`src/rtl/present_pkg.sv`:
```
// present_pkg: widths, FSM state type and operand payload shared by the
// PRESENT loader, the cipher core and any downstream checker.
package present_pkg;

  localparam int unsigned BYTE_W      = 8;
  localparam int unsigned STATE_BYTES = 8;
  localparam int unsigned STATE_W     = STATE_BYTES * BYTE_W;  // 64
  localparam int unsigned KEY_W       = 80;
  localparam int unsigned FRAME_BYTES = 18;
  localparam int unsigned FRAME_W     = STATE_W + KEY_W;       // 144
  localparam int unsigned SHADOW_W    = FRAME_W - BYTE_W;      // all bytes but the last
  localparam int unsigned IDX_W       = 5;
  localparam int unsigned HOLD_W      = 16;
  localparam int unsigned COUNT_W     = 16;

  typedef enum logic [1:0] {
    COLLECT = 2'd0,
    DRAIN   = 2'd1,
    LOAD    = 2'd2,
    HOLD    = 2'd3
  } fsm_state_t;

  // Operands as presented to the cipher core, MSB first.
  typedef struct packed {
    logic [STATE_W-1:0] state;
    logic [KEY_W-1:0]   keys;
  } frame_t;

endpackage

```
`src/rtl/present_load.sv`:
```
// present_load: collects an 18-byte frame (8 plaintext bytes then 10 key
// bytes, MSB first) from a valid/ready byte stream, publishes it as the
// cipher core's state/keys operands with a one-cycle load strobe, then
// stalls input for HOLD_CYCLES cycles while the core runs.
//
// Ports:
//   sys_clk, sys_rst        clock, asynchronous active-high reset
//   in_data/in_valid/in_last byte stream input, in_ready back-pressure
//   state, keys             operands to the core (bit 0 is MSB)
//   load                    one-cycle strobe: operands newly valid
//   frame_err               one-cycle strobe: malformed frame discarded
//   frame_count             successful loads, wrapping
module present_load
  import present_pkg::*;
#(
  parameter int unsigned HOLD_CYCLES = 32
) (
  input  logic                 sys_clk,
  input  logic                 sys_rst,
  input  logic [BYTE_W-1:0]    in_data,
  input  logic                 in_valid,
  input  logic                 in_last,
  output logic                 in_ready,
  output logic [0:STATE_W-1]   state,
  output logic [0:KEY_W-1]     keys,
  output logic                 load,
  output logic                 frame_err,
  output logic [COUNT_W-1:0]   frame_count
);

  fsm_state_t          r_fsm;
  fsm_state_t          w_fsm_nxt;
  logic [IDX_W-1:0]    r_idx;
  logic [IDX_W-1:0]    w_idx_nxt;
  logic [HOLD_W-1:0]   r_hold;
  logic [HOLD_W-1:0]   w_hold_nxt;
  logic [SHADOW_W-1:0] r_shadow;
  logic [STATE_W-1:0]  r_state;
  logic [KEY_W-1:0]    r_keys;
  logic [COUNT_W-1:0]  r_count;
  logic                r_in_ready;
  logic                r_load;
  logic                r_err;

  logic                w_beat;
  logic                w_last_idx;
  logic                w_store;
  logic                w_commit;
  logic                w_err;
  logic                w_ready_nxt;
  frame_t              w_frame;

  assign w_beat     = in_valid && r_in_ready;
  assign w_last_idx = (r_idx == IDX_W'(FRAME_BYTES - 1));
  // The final byte bypasses the shadow so operands update on its own edge.
  assign w_frame    = frame_t'({r_shadow, in_data});

  // FSM state register
  always_ff @(posedge sys_clk or posedge sys_rst) begin
    if (sys_rst) begin
      r_fsm <= COLLECT;
    end else begin
      r_fsm <= w_fsm_nxt;
    end
  end

  // Next-state and strobe decode
  always_comb begin
    w_fsm_nxt  = r_fsm;
    w_idx_nxt  = r_idx;
    w_hold_nxt = r_hold;
    w_store    = 1'b0;
    w_commit   = 1'b0;
    w_err      = 1'b0;
    case (r_fsm)
      COLLECT: begin
        if (w_beat) begin
          if (!w_last_idx) begin
            if (in_last) begin
              w_err     = 1'b1;
              w_idx_nxt = '0;
            end else begin
              w_store   = 1'b1;
              w_idx_nxt = r_idx + IDX_W'(1);
            end
          end else begin
            w_idx_nxt = '0;
            if (in_last) begin
              w_commit  = 1'b1;
              w_fsm_nxt = LOAD;
            end else begin
              w_err     = 1'b1;
              w_fsm_nxt = DRAIN;
            end
          end
        end
      end
      DRAIN: begin
        if (w_beat && in_last) begin
          w_idx_nxt = '0;
          w_fsm_nxt = COLLECT;
        end
      end
      LOAD: begin
        w_hold_nxt = HOLD_W'(HOLD_CYCLES);
        w_fsm_nxt  = HOLD;
      end
      HOLD: begin
        if (r_hold <= HOLD_W'(1)) begin
          w_fsm_nxt = COLLECT;
        end else begin
          w_hold_nxt = r_hold - HOLD_W'(1);
        end
      end
      default: begin
        w_fsm_nxt = COLLECT;
      end
    endcase
    // Registered ready follows the state being entered, never in_valid.
    w_ready_nxt = (w_fsm_nxt == COLLECT) || (w_fsm_nxt == DRAIN);
  end

  // Datapath, counters and registered outputs
  always_ff @(posedge sys_clk or posedge sys_rst) begin
    if (sys_rst) begin
      r_idx      <= '0;
      r_hold     <= '0;
      r_shadow   <= '0;
      r_state    <= '0;
      r_keys     <= '0;
      r_count    <= '0;
      r_in_ready <= 1'b0;
      r_load     <= 1'b0;
      r_err      <= 1'b0;
    end else begin
      r_idx      <= w_idx_nxt;
      r_hold     <= w_hold_nxt;
      r_in_ready <= w_ready_nxt;
      r_load     <= w_commit;
      r_err      <= w_err;
      if (w_store) begin
        r_shadow <= {r_shadow[SHADOW_W-BYTE_W-1:0], in_data};
      end
      if (w_commit) begin
        r_state <= w_frame.state;
        r_keys  <= w_frame.keys;
        r_count <= r_count + COUNT_W'(1);
      end
    end
  end

  assign in_ready    = r_in_ready;
  assign state       = r_state;
  assign keys        = r_keys;
  assign load        = r_load;
  assign frame_err   = r_err;
  assign frame_count = r_count;

endmodule

```
`config.mk`:
```
export PLATFORM = sky130hd
export DESIGN_NAME = present_load
export DESIGN_NICKNAME = d
export VERILOG_FILES = /design/src/rtl/present_pkg.sv /design/src/rtl/present_load.sv
export SDC_FILE = /design/constraint.sdc
export NUM_CORES = 1
export LEC_CHECK = 0
export ABC_CLOCK_PERIOD_IN_PS = 13400
export CORE_UTILIZATION = 66
export CTS_BUF_LIST = sky130_fd_sc_hd__clkbuf_8
export CTS_CLUSTER_DIAMETER = 30
export DETAILED_ROUTE_END_ITERATION = 10
export DONT_BUFFER_PORTS = 1
export PLACE_DENSITY_LB_ADDON = 0.1
export SETUP_SLACK_MARGIN = 0.4
export SLEW_MARGIN = 20
export SYNTH_ARGS = -nofsm -noshare
export SYNTH_HDL_FRONTEND = slang
export SYNTH_SLANG_ARGS = --single-unit
```
`constraint.sdc`:
```
create_clock -name sys_clk -period 13.4 [get_ports sys_clk]
set_input_delay 2.68 -clock sys_clk [delete_from_list [all_inputs] [get_ports sys_clk]]
set_output_delay 2.68 -clock sys_clk [all_outputs]
set_load 0.02 [all_outputs]
```
==> impl_metrics.toml, run 1 <==
[yosys]
synth_most_common_cell = "nand2_1"
synth_edf_count = 0
synth.distinct_cells = 48
synth-async-reset-ratio_pct = 100
synth_top_area_cell = "dfrtp_1"
ys_top_cells_by_count = "461 x nand2_1, 322 x dfrtp_1, 136 x mux2_2, 29 x clkbuf_1"
yosys_most_used_dff = "dfrtp_1"
synthCells = 1136
ys_seq_elements = 322
yosysWarnings = 0
yosysTopAreaCellShare_pct = 63.7
seq_area_frac_synth_pct = 63.7
syn_nets = 1155
postSynthAreaPerCell_um2 = 11.1
syn_area_mm2 = 0.0127
synthTopCellsByArea = "dfrtp_1 64%, nand2_1 14%, mux2_2 12%"

[timing]
rsz0062_at_grt = "false"
skew_ns = 0.0171
setup_tns_ns = 0
slew_headroom_pct = 31.9
worst_pin_slew_ns = 1.02
period_needed_ns = 4.82
hold_viol = 0
max_freq_mhz = 207
fin_crit_sh_pct = 36.0
setup_viol = 0
drv_slew = 0

[layout]
fillCellCount = 1323
antennaDiodeCount = 0
seqCellArea_mm2 = 0.00806
area_growth_pct = 9.77
finalNonFillerCells = 1418
multi_input_area_mm2 = 0.00434
drive_above_1_share_pct = 19.9
nNetsFinal = 1163

[route]
ant_nets = 0
firstDrtPassIters = 7
viasPerCell = 5.62
highest_layer = "met4"
wl_met1_um = 11000
drc = 0
dr_wl_met2_um = 11500
wire_per_inst_um = 17.5
first_iter_violations = 544
met3_length_um = 1840
drt-total-wl_um = 24800
vias = 7964

[clocking]
htree_num_levels = 2
cts_made_buffers = 54
cts_setup_buffers = 0
clock-sinks = 322
cts.reportedPaths.clkPinSlew_ns = 0.06
cts_tree = "yes"
cts-root-buf = "clkbuf_8"
worst_skew_pair.late_latency_ns = 0.57
cts.repair.resized = 0
cts.path.max_buffers = 3
ctsHoldBuffers = 0

[floorplanning]
start_util_pct = 67.4
die_area_mm2 = 0.0197
die_y_um = 140
rows = 50
ios = 175
die_x_um = 140
coreArea_mm2 = 0.0188

[power_and_ir_drop]
leakage_nw = 7.54
power.density_mw_per_mm2 = 173
ir_drop_mv = 0.112

[worst_setup_path]
cp_common_cell = "nand2_1"
cpPeakStageDelay_ns = 0.92
critPathKind = "primary input to register"
worstPathCellList = "and4bb_2 > nand2_4 > inv_4 > buf_4 > nand2_1 > nand2_1"
arrival_ns = 5.32
cp.buffers_inverters = 2
critPathSlowestCell = "inv_4"
critPathRequiredTime_ns = 13.90
crit_family = "buffers and inverters"
critPathCaptureType = "register"
path_max_fanout = 91
crit_path_start_kind = "primary input"

[placement]
gp_congestion = 0.854
portBuffers = 0
place_inst = 1322
hpwlAfterDp_um = 15100

[flow_run]
cap_violations = 0

[outcome]
status = "finished clean"

[grt]
grt_pass1_wl_um = 41000
grt_pass1_vias = 7961
grt_usage_pct = 26.2
antenna_found_initial = 0
gr-total-overflow = 0
grt_max_degree = 164

[min_path]
hp-class = "register to register"
==> cells in the final DEF, fill, tap and decap left out, types with 2 or more instances in the layout <==
cell type,instances
xnor2_1,11
bufinv_16,2
o311ai_0,2
a21oi_1,10
nor2_1,17
a22o_1,2
nand3_1,17
or4_1,2
and3_1,4
ha_1,7
xor2_1,4
and4_1,2
buf_4,4
clkinvlp_4,3
nand4_1,7
or2_2,5
nor4_1,9
and4bb_2,2
mux2_2,136
or3_1,4
nand2_1,459
inv_1,29
clkbuf_8,65
mux2i_1,6
nand2b_1,5
dfrtp_1,322
nand2_4,2
nor2b_1,3
o21ai_0,9
clkinv_2,4
nor3_1,6
==> final cells by class <==
class                           instances  share of cell area, %
Clock buffer                           65                   6.44
Clock inverter                         31                   1.41
Inverter                               11                  0.405
Multi-Input combinational cell        750                   31.3
Sequential cell                       322                   58.0
Tap cell                              234                   2.11
Timing Repair Buffer                    5                  0.360
==> routing by layer <==
metal | up-vias | GRT usage (%)
met2 | 210 | 39.8
met3 | 38 | 8.51
li1 | 3740 | -
met5 | - | 0
met4 | 0 | 7.78
met1 | 3976 | 36.3
==> path summary, 6_finish.rpt <==
path,startpoint,end,slack [ns],depth (start not counted)
max,in_valid,state[11],8.58,6
min,r_shadow[129],state[6],0.46,2
max reg2reg,r_idx[1],state[11],9.70,10
min reg2reg,r_shadow[129],state[6],0.46,2
max in group asynchronous,sys_rst,frame_count[7],9.97,2
min in group asynchronous,sys_rst,r_shadow[128],2.12,1
==> flip-flops by register name, indices dropped and copies added, names as in the netlist <==
signal,cells
r_idx,5
load,1
r_fsm,2
keys,80
in_ready,1
frame_count,16
r_shadow,136
frame_err,1
r_hold,16
state,64
==> through the flow <==
| stage | util (%) | hold WS (ns) | area, um^2 | setup WS, ns | total power [mW] |
|---|---|---|---|---|---|
| 3_5_place_dp | 68.2 | 0.455 | 12800 | 7.97 | 1.56 |
| 2_1_floorplan | - | 0.433 | 12700 | 1.81 | 1.48 |
| 4_1_cts | 74.0 | 0.472 | 13900 | 8.58 | 2.42 |
| 5_1_grt | 74.0 | 0.484 | 13900 | 8.34 | 2.53 |
| 6_report | 74.0 | 0.465 | 13900 | 8.58 | 2.40 |
| 3_3_place_gp | 68.2 | 0.435 | 12800 | 8.07 | 1.55 |
==> cells by family (layout without fill, tap and decap cells) <==
group | count (synthesis) | count (layout) | share of synthesized area, %
AO/OA/AOI/OAI | 36 | 36 | 2.04
XOR/XNOR | 15 | 15 | 1.04
adder cells (fa/ha/maj) | 7 | 7 | 0.692
buffers and inverters | 64 | 112 | 2.12
flip-flops | 322 | 322 | 63.7
multiplexers | 142 | 142 | 12.6
AND/OR/NAND/NOR | 550 | 550 | 17.9
==> power breakdown <==
part | switching [mW] | leakage [nW] | internal (mW)
clock network | 0.381 | 0.627 | 0.478
logic | 0.192 | 2.48 | 0.156
registers | 0.125 | 4.43 | 1.07
total | 0.698 | 7.54 | 1.71
==> worst register-to-register path: stages (launching register included) <==
cell and delay, ns:
dfrtp_1 0.40, inv_1 0.07, ha_1 0.13, nor4bb_1 0.22
buf_4 0.20, ha_1 0.26, nand2_4 0.48, inv_4 0.94
buf_4 0.69, nand2_1 0.15, nand2_1 0.09
No activity file was read; power rests on OpenSTA's default activity.
==> inputs of run 2 (changes only) <==
--- a/config.mk
+++ b/config.mk
@@ -5,8 +5,8 @@
 export SDC_FILE = /design/constraint.sdc
 export NUM_CORES = 1
 export LEC_CHECK = 0
-export ABC_CLOCK_PERIOD_IN_PS = 13400
-export CORE_UTILIZATION = 66
+export ABC_CLOCK_PERIOD_IN_PS = 4000
+export CORE_UTILIZATION = 59
 export CTS_BUF_LIST = sky130_fd_sc_hd__clkbuf_8
 export CTS_CLUSTER_DIAMETER = 30
 export DETAILED_ROUTE_END_ITERATION = 10
==> constraint.sdc (replaced) <==
create_clock -name sys_clk -period 4 [get_ports sys_clk]
set_input_delay 0.8 -clock sys_clk [delete_from_list [all_inputs] [get_ports sys_clk]]
set_output_delay 0.8 -clock sys_clk [all_outputs]
set_load 0.02 [all_outputs]
==> run 2 against run 1 <==
Clock skew grew 0.00073 ns. Sequential share of layout area shrank 2.1 points. Via count increased by 0.35%. Non-clock buffer count up 8. Worst hold slack got worse by 0.28 ns. Setup slack worse by 7.6 ns. Sequential power increased to 3.3 times the previous value. Die area rose by 12%. Power rose to 3.7 times the previous value. Cell count grew 4.4%. Critical path type is now register to register. Largest power group unchanged.
==> impl_metrics.toml, run 2 (synthesis gave the netlist of run 1 again) <==
[floorplanning]
die_area_mm2 = 0.0220
rows = 53
coreArea_mm2 = 0.0210
start_util_pct = 60.2
die_x_um = 148
die_y_um = 148
ios = 175

[layout]
top_register = "r_shadow"
final_cell_mix = "459 x nand2_1, 322 x dfrtp_1, 136 x mux2_2, 77 x clkbuf_8"
multi_input_area_mm2 = 0.00434
seqCellArea_mm2 = 0.00806
finalNonFillerCells = 1480
largest_reg_flops = 136
antennaDiodeCount = 0
area_growth_pct = 13.9
fin_area_mm2 = 0.0144
final_common_cell = "nand2_1"
fillCellCount = 1608
nNetsFinal = 1176
drive_above_1_share_pct = 22.3

[clocking]
htree_num_levels = 2
cts_setup_buffers = 0
ctsHoldBuffers = 0
clock-sinks = 322
cts.reportedPaths.clkPinSlew_ns = 0.06
cts.path.max_buffers = 3
cts_made_buffers = 59
cts_tree = "yes"
cts.repair.resized = 0
worst_skew_pair.late_latency_ns = 0.58
cts-root-buf = "clkbuf_8"

[route]
viasPerCell = 5.40
drt-total-wl_um = 25300
drc = 0
first_iter_violations = 370
ant_nets = 0
firstDrtPassIters = 4
wire_per_inst_um = 17.1
vias = 7992

[outcome]
status = "finished clean"

[placement]
place_inst = 1371
portBuffers = 0
dpl_cell_area_mm2 = 0.0130
hpwlAfterDp_um = 15800
gp_congestion = 0.799
pre_cts_slack_ns = 1.04

[grt]
grt_pass1_vias = 8000
grt_max_degree = 93
antenna_found_initial = 0
gr-total-overflow = 0
grt_usage_pct = 24.0
grt_pass1_wl_um = 42100

[timing]
setup_viol = 0
period_needed_ns = 2.98
skew_ns = 0.0178
rsz0062_at_grt = "false"
slew_headroom_pct = 32.5
max_freq_mhz = 335
layout_setup_ws_ns = 1.02
drv_slew = 0
fin_crit_sh_pct = 74.6
hold_viol = 0
worst_pin_slew_ns = 1.01
setup_tns_ns = 0

[power_and_ir_drop]
finalPower_mw = 8.81
ir_drop_mv = 0.470
power.density_mw_per_mm2 = 611
leakage_nw = 7.74

[worst_setup_path]
path_max_fanout = 92
critPathKind = "register to register"
critPathCaptureType = "register"
arrival_ns = 3.49
critPathRequiredTime_ns = 4.51
reg2reg_slack_ns = 1.02
crit_path_start_kind = "register"

[flow_run]
cap_violations = 0

[min_path]
hp-class = "primary input to async pin"
-- run 2: cell types whose count changed in the layout (fill, tap and decap cells not counted) --
cell and delta:
bufinv_16 +6, buf_12 +7, clkinv_2 +7, inv_1 -12
clkbuf_8 +12, clkinv_8 -1, clkinvlp_4 +1, buf_4 +1
-- run 2: per-stage QoR --
stage                     util, %  hold slack (ns)
after floorplan                 -            0.433
after global placement       61.8            0.442
after detailed placement     61.8            0.444
after CTS                    68.6            0.172
after global routing         68.6            0.199
final                        68.6            0.186
-- run 2: final timing paths --
path                                  to  cells past startpoint     startpoint
setup / recovery                keys[23]                      9       r_idx[0]
hold reg to reg                 state[3]                      2  r_shadow[132]
setup reg to reg                keys[23]                      9       r_idx[0]
max in group asynchronous       keys[10]                      2        sys_rst
hold / removal             r_shadow[133]                      1        sys_rst
min in group sys_clk            keys[73]                      2     in_data[6]
-- run 2: critical path: stages, from the launching register on --
cell	delay, ns
dfrtp_1	0.43
ha_1	0.21
nor4bb_1	0.12
buf_4	0.16
ha_1	0.24
nand2_4	0.09
buf_4	0.47
buf_4	0.85
nand2_1	0.15
nand2_1	0.10
-- run 2: layout make-up --
class	count	share of cell area, %
Timing Repair Buffer	13	1.37
Sequential cell	322	55.9
Inverter	11	0.330
Clock buffer	77	7.35
Multi-Input combinational cell	750	30.1
Tap cell	275	2.39
Clock inverter	32	2.53
-- run 2: where the power goes --
| group | internal [mW] | switching, mW |
|---|---|---|
| registers | 3.59 | 0.421 |
| clock network | 2.25 | 1.36 |
| logic | 0.539 | 0.642 |
| total | 6.38 | 2.43 |
-- run 2: per-layer routing --
layer	share of wire [%]	track usage [%]	vias up
li1	-	-	3773
met1	46	34.0	3987
met2	45	35.3	198
met3	7.4	7.88	34
met4	1.7	7.63	0
met5	0	0	-
==> inputs of run 3 (changes only) <==
--- a/config.mk
+++ b/config.mk
@@ -5,8 +5,9 @@
 export SDC_FILE = /design/constraint.sdc
 export NUM_CORES = 1
 export LEC_CHECK = 0
-export ABC_CLOCK_PERIOD_IN_PS = 4000
-export CORE_UTILIZATION = 59
+export ABC_AREA = 1
+export ABC_CLOCK_PERIOD_IN_PS = 2800
+export CORE_UTILIZATION = 66
 export CTS_BUF_LIST = sky130_fd_sc_hd__clkbuf_8
 export CTS_CLUSTER_DIAMETER = 30
 export DETAILED_ROUTE_END_ITERATION = 10
==> constraint.sdc (replaced) <==
create_clock -name sys_clk -period 2.8 [get_ports sys_clk]
set_input_delay 0.56 -clock sys_clk [delete_from_list [all_inputs] [get_ports sys_clk]]
set_output_delay 0.56 -clock sys_clk [all_outputs]
set_load 0.02 [all_outputs]
==> run 3 against run 2 <==
Critical path depth increased by 3. Combinational power decreased by 6%. Power increased by 26%. Setup slack got worse by 0.39 ns. Die area decreased by 9.3%. Sequential share of layout area increased by 0.058 points. Via count increased by 13%. Synthesized cell count increased by 22%. Clock skew increased by 0.0035 ns. Global-route usage increased by 2.8 points. Critical path type unchanged. Largest power group unchanged.
==> impl_metrics.toml, run 3 <==
[outcome]
status = "finished clean"

[timing]
fin_crit_sh_pct = 77.5
max_freq_mhz = 461
drv_slew = 0
skew_ns = 0.0214
period_needed_ns = 2.17
setup_tns_ns = 0
hold_viol = 0
rsz0062_at_grt = "false"
setup_viol = 0
worst_pin_slew_ns = 0.627
fin_hold_ws_ns = 0.135
slew_headroom_pct = 58.1

[clocking]
cts.reportedPaths.clkPinSlew_ns = 0.06
htree_num_levels = 2
clock-sinks = 322
cts_tree = "yes"
cts.path.max_buffers = 3
worst_skew_pair.late_latency_ns = 0.57
cts_made_buffers = 55
cts-root-buf = "clkbuf_8"

[worst_setup_path]
critPathKind = "register to register"
critPathCaptureType = "register"
arrival_ns = 2.62
crit_path_start_kind = "register"
critPathRequiredTime_ns = 3.25
reg2reg_slack_ns = 0.63
path_max_fanout = 19

[placement]
place_inst = 1607
portBuffers = 0
gp_congestion = 0.857
hpwlAfterDp_um = 17000

[grt]
antenna_found_initial = 0
grt_max_degree = 90
gr-total-overflow = 0
grt_pass1_vias = 8751
grt_usage_pct = 26.8
grt_pass1_wl_um = 42600

[floorplanning]
start_util_pct = 67.8
ios = 175
rows = 50
die_x_um = 141
die_area_mm2 = 0.0200
die_y_um = 141
coreArea_mm2 = 0.0189

[route]
vias = 9055
first_iter_violations = 530
drc = 0
viasPerCell = 5.30
ant_nets = 0
firstDrtPassIters = 5
drt-total-wl_um = 26400
wire_per_inst_um = 15.4

[power_and_ir_drop]
p_seq_share_pct = 49.4
ir_drop_mv = 0.545
power.density_mw_per_mm2 = 768
leakage_nw = 6.99
finalPower_mw = 11.1
p_switching_mw = 2.91
clkPwrFrac_pct = 40.6
switching_share_pct = 26.3
pwr-share-comb_pct = 10.1
intPower_mw = 8.15

[yosys]
synthTopCellsByArea = "dfrtp_1 63%, nand2_1 12%, o21ai_0 6.4%"
yosysWarnings = 0
syn_nets = 1409
synth.distinct_cells = 27
synth_edf_count = 0
postSynthAreaPerCell_um2 = 9.22
synth_top_area_cell = "dfrtp_1"
syn_area_mm2 = 0.0128
ys_seq_elements = 322
synth-async-reset-ratio_pct = 100
yosys_most_used_dff = "dfrtp_1"
synth_most_common_cell = "nand2_1"
synthCells = 1390
yosysTopAreaCellShare_pct = 62.9
seq_area_frac_synth_pct = 62.9
ys_top_cells_by_count = "397 x nand2_1, 322 x dfrtp_1, 185 x inv_1, 165 x o21ai_0, 117 x o21ai_1"

[layout]
fillCellCount = 1337
final_cell_mix = "397 x nand2_1, 322 x dfrtp_1, 197 x inv_1, 165 x o21ai_0, 117 x o21ai_1"
antennaDiodeCount = 0
final_common_cell = "nand2_1"
largest_reg_flops = 136
fin_util_pct = 76.2
drive_above_1_share_pct = 8.83
finalNonFillerCells = 1709
top_register = "r_shadow"
nNetsFinal = 1429
area_growth_pct = 12.4

[min_path]
hp-class = "primary input to register"

[flow_run]
cap_violations = 0
==> run 3: final timing paths <==
path,from,to,depth (start not counted)
hold reg to reg,r_shadow[132],state[3],2
min in group asynchronous,sys_rst,state[8],2
max in group asynchronous,sys_rst,keys[3],3
setup / recovery,r_idx[1],frame_count[14],12
setup reg to reg,r_idx[1],frame_count[14],12
hold / removal,in_data[6],keys[73],2
==> run 3: power by group through the flow <==
stage          Sequential (mW)  Combinational, mW  Clock (mW)
2_1_floorplan             5.46              0.823           0
3_5_place_dp              5.53               1.10           0
4_1_cts                   5.45               1.12        4.57
6_report                  5.46               1.11        4.49
5_1_grt                   5.52               1.31        4.80
3_3_place_gp              5.51               1.06           0
==> run 3: what timing repair did <==
action | 4_1_cts | 5_1_grt
setup endpoints to repair | 0 | 101
gates resized for setup | 0 | 5
hold endpoints to repair | 18 | 0
setup buffers | 0 | 2
hold buffers | 1 | 0
==> run 3: kinds of logic after synthesis <==
| logic type | synth area share [%] |
|---|---|
| compound gates | 11.4 |
| buf+inv | 8.28 |
| fa+ha+maj | 0.683 |
| simple gates | 15.7 |
| xor+xnor | 1.03 |
| flops | 62.9 |
==> run 3: through the flow <==
step / setup slack (ns) / cell area [um^2]
3_5_place_dp: 0.472 / 13100
5_1_grt: 0.427 / 14400
6_report: 0.629 / 14400
3_3_place_gp: 0.639 / 13100
4_1_cts: 0.454 / 14300
2_1_floorplan: -2.05 / 12800
==> run 3: routing by layer <==
metal	track usage [%]	routed length (um)	vias to the layer above
met4	8.98	486	0
met3	7.80	1830	39
met5	0	0	-
met2	42.9	12800	251
li1	-	-	4407
met1	35.5	11300	4358
==> run 3: final cells by class <==
type | count | area (um^2) | area share (%)
well taps | 260 | 325 | 2.26
repair buffers | 26 | 385 | 2.68
clock inverters | 32 | 309 | 2.15
flip-flops and latches | 322 | 8060 | 56.0
inverters | 187 | 708 | 4.92
multi-input cells | 818 | 3730 | 25.9
clock buffers | 64 | 881 | 6.12
==> run 3: critical path, stage by stage (launching register included) <==
cell and delay [ns]:
dfrtp_1 0.39, inv_1 0.08, ha_1 0.14, nand4_1 0.18, inv_1 0.13, ha_2 0.24, nand3_4 0.19, inv_4 0.23
nand3_2 0.12, nor2_2 0.16, nand2_1 0.07, nand2_1 0.06, nand2_1 0.05
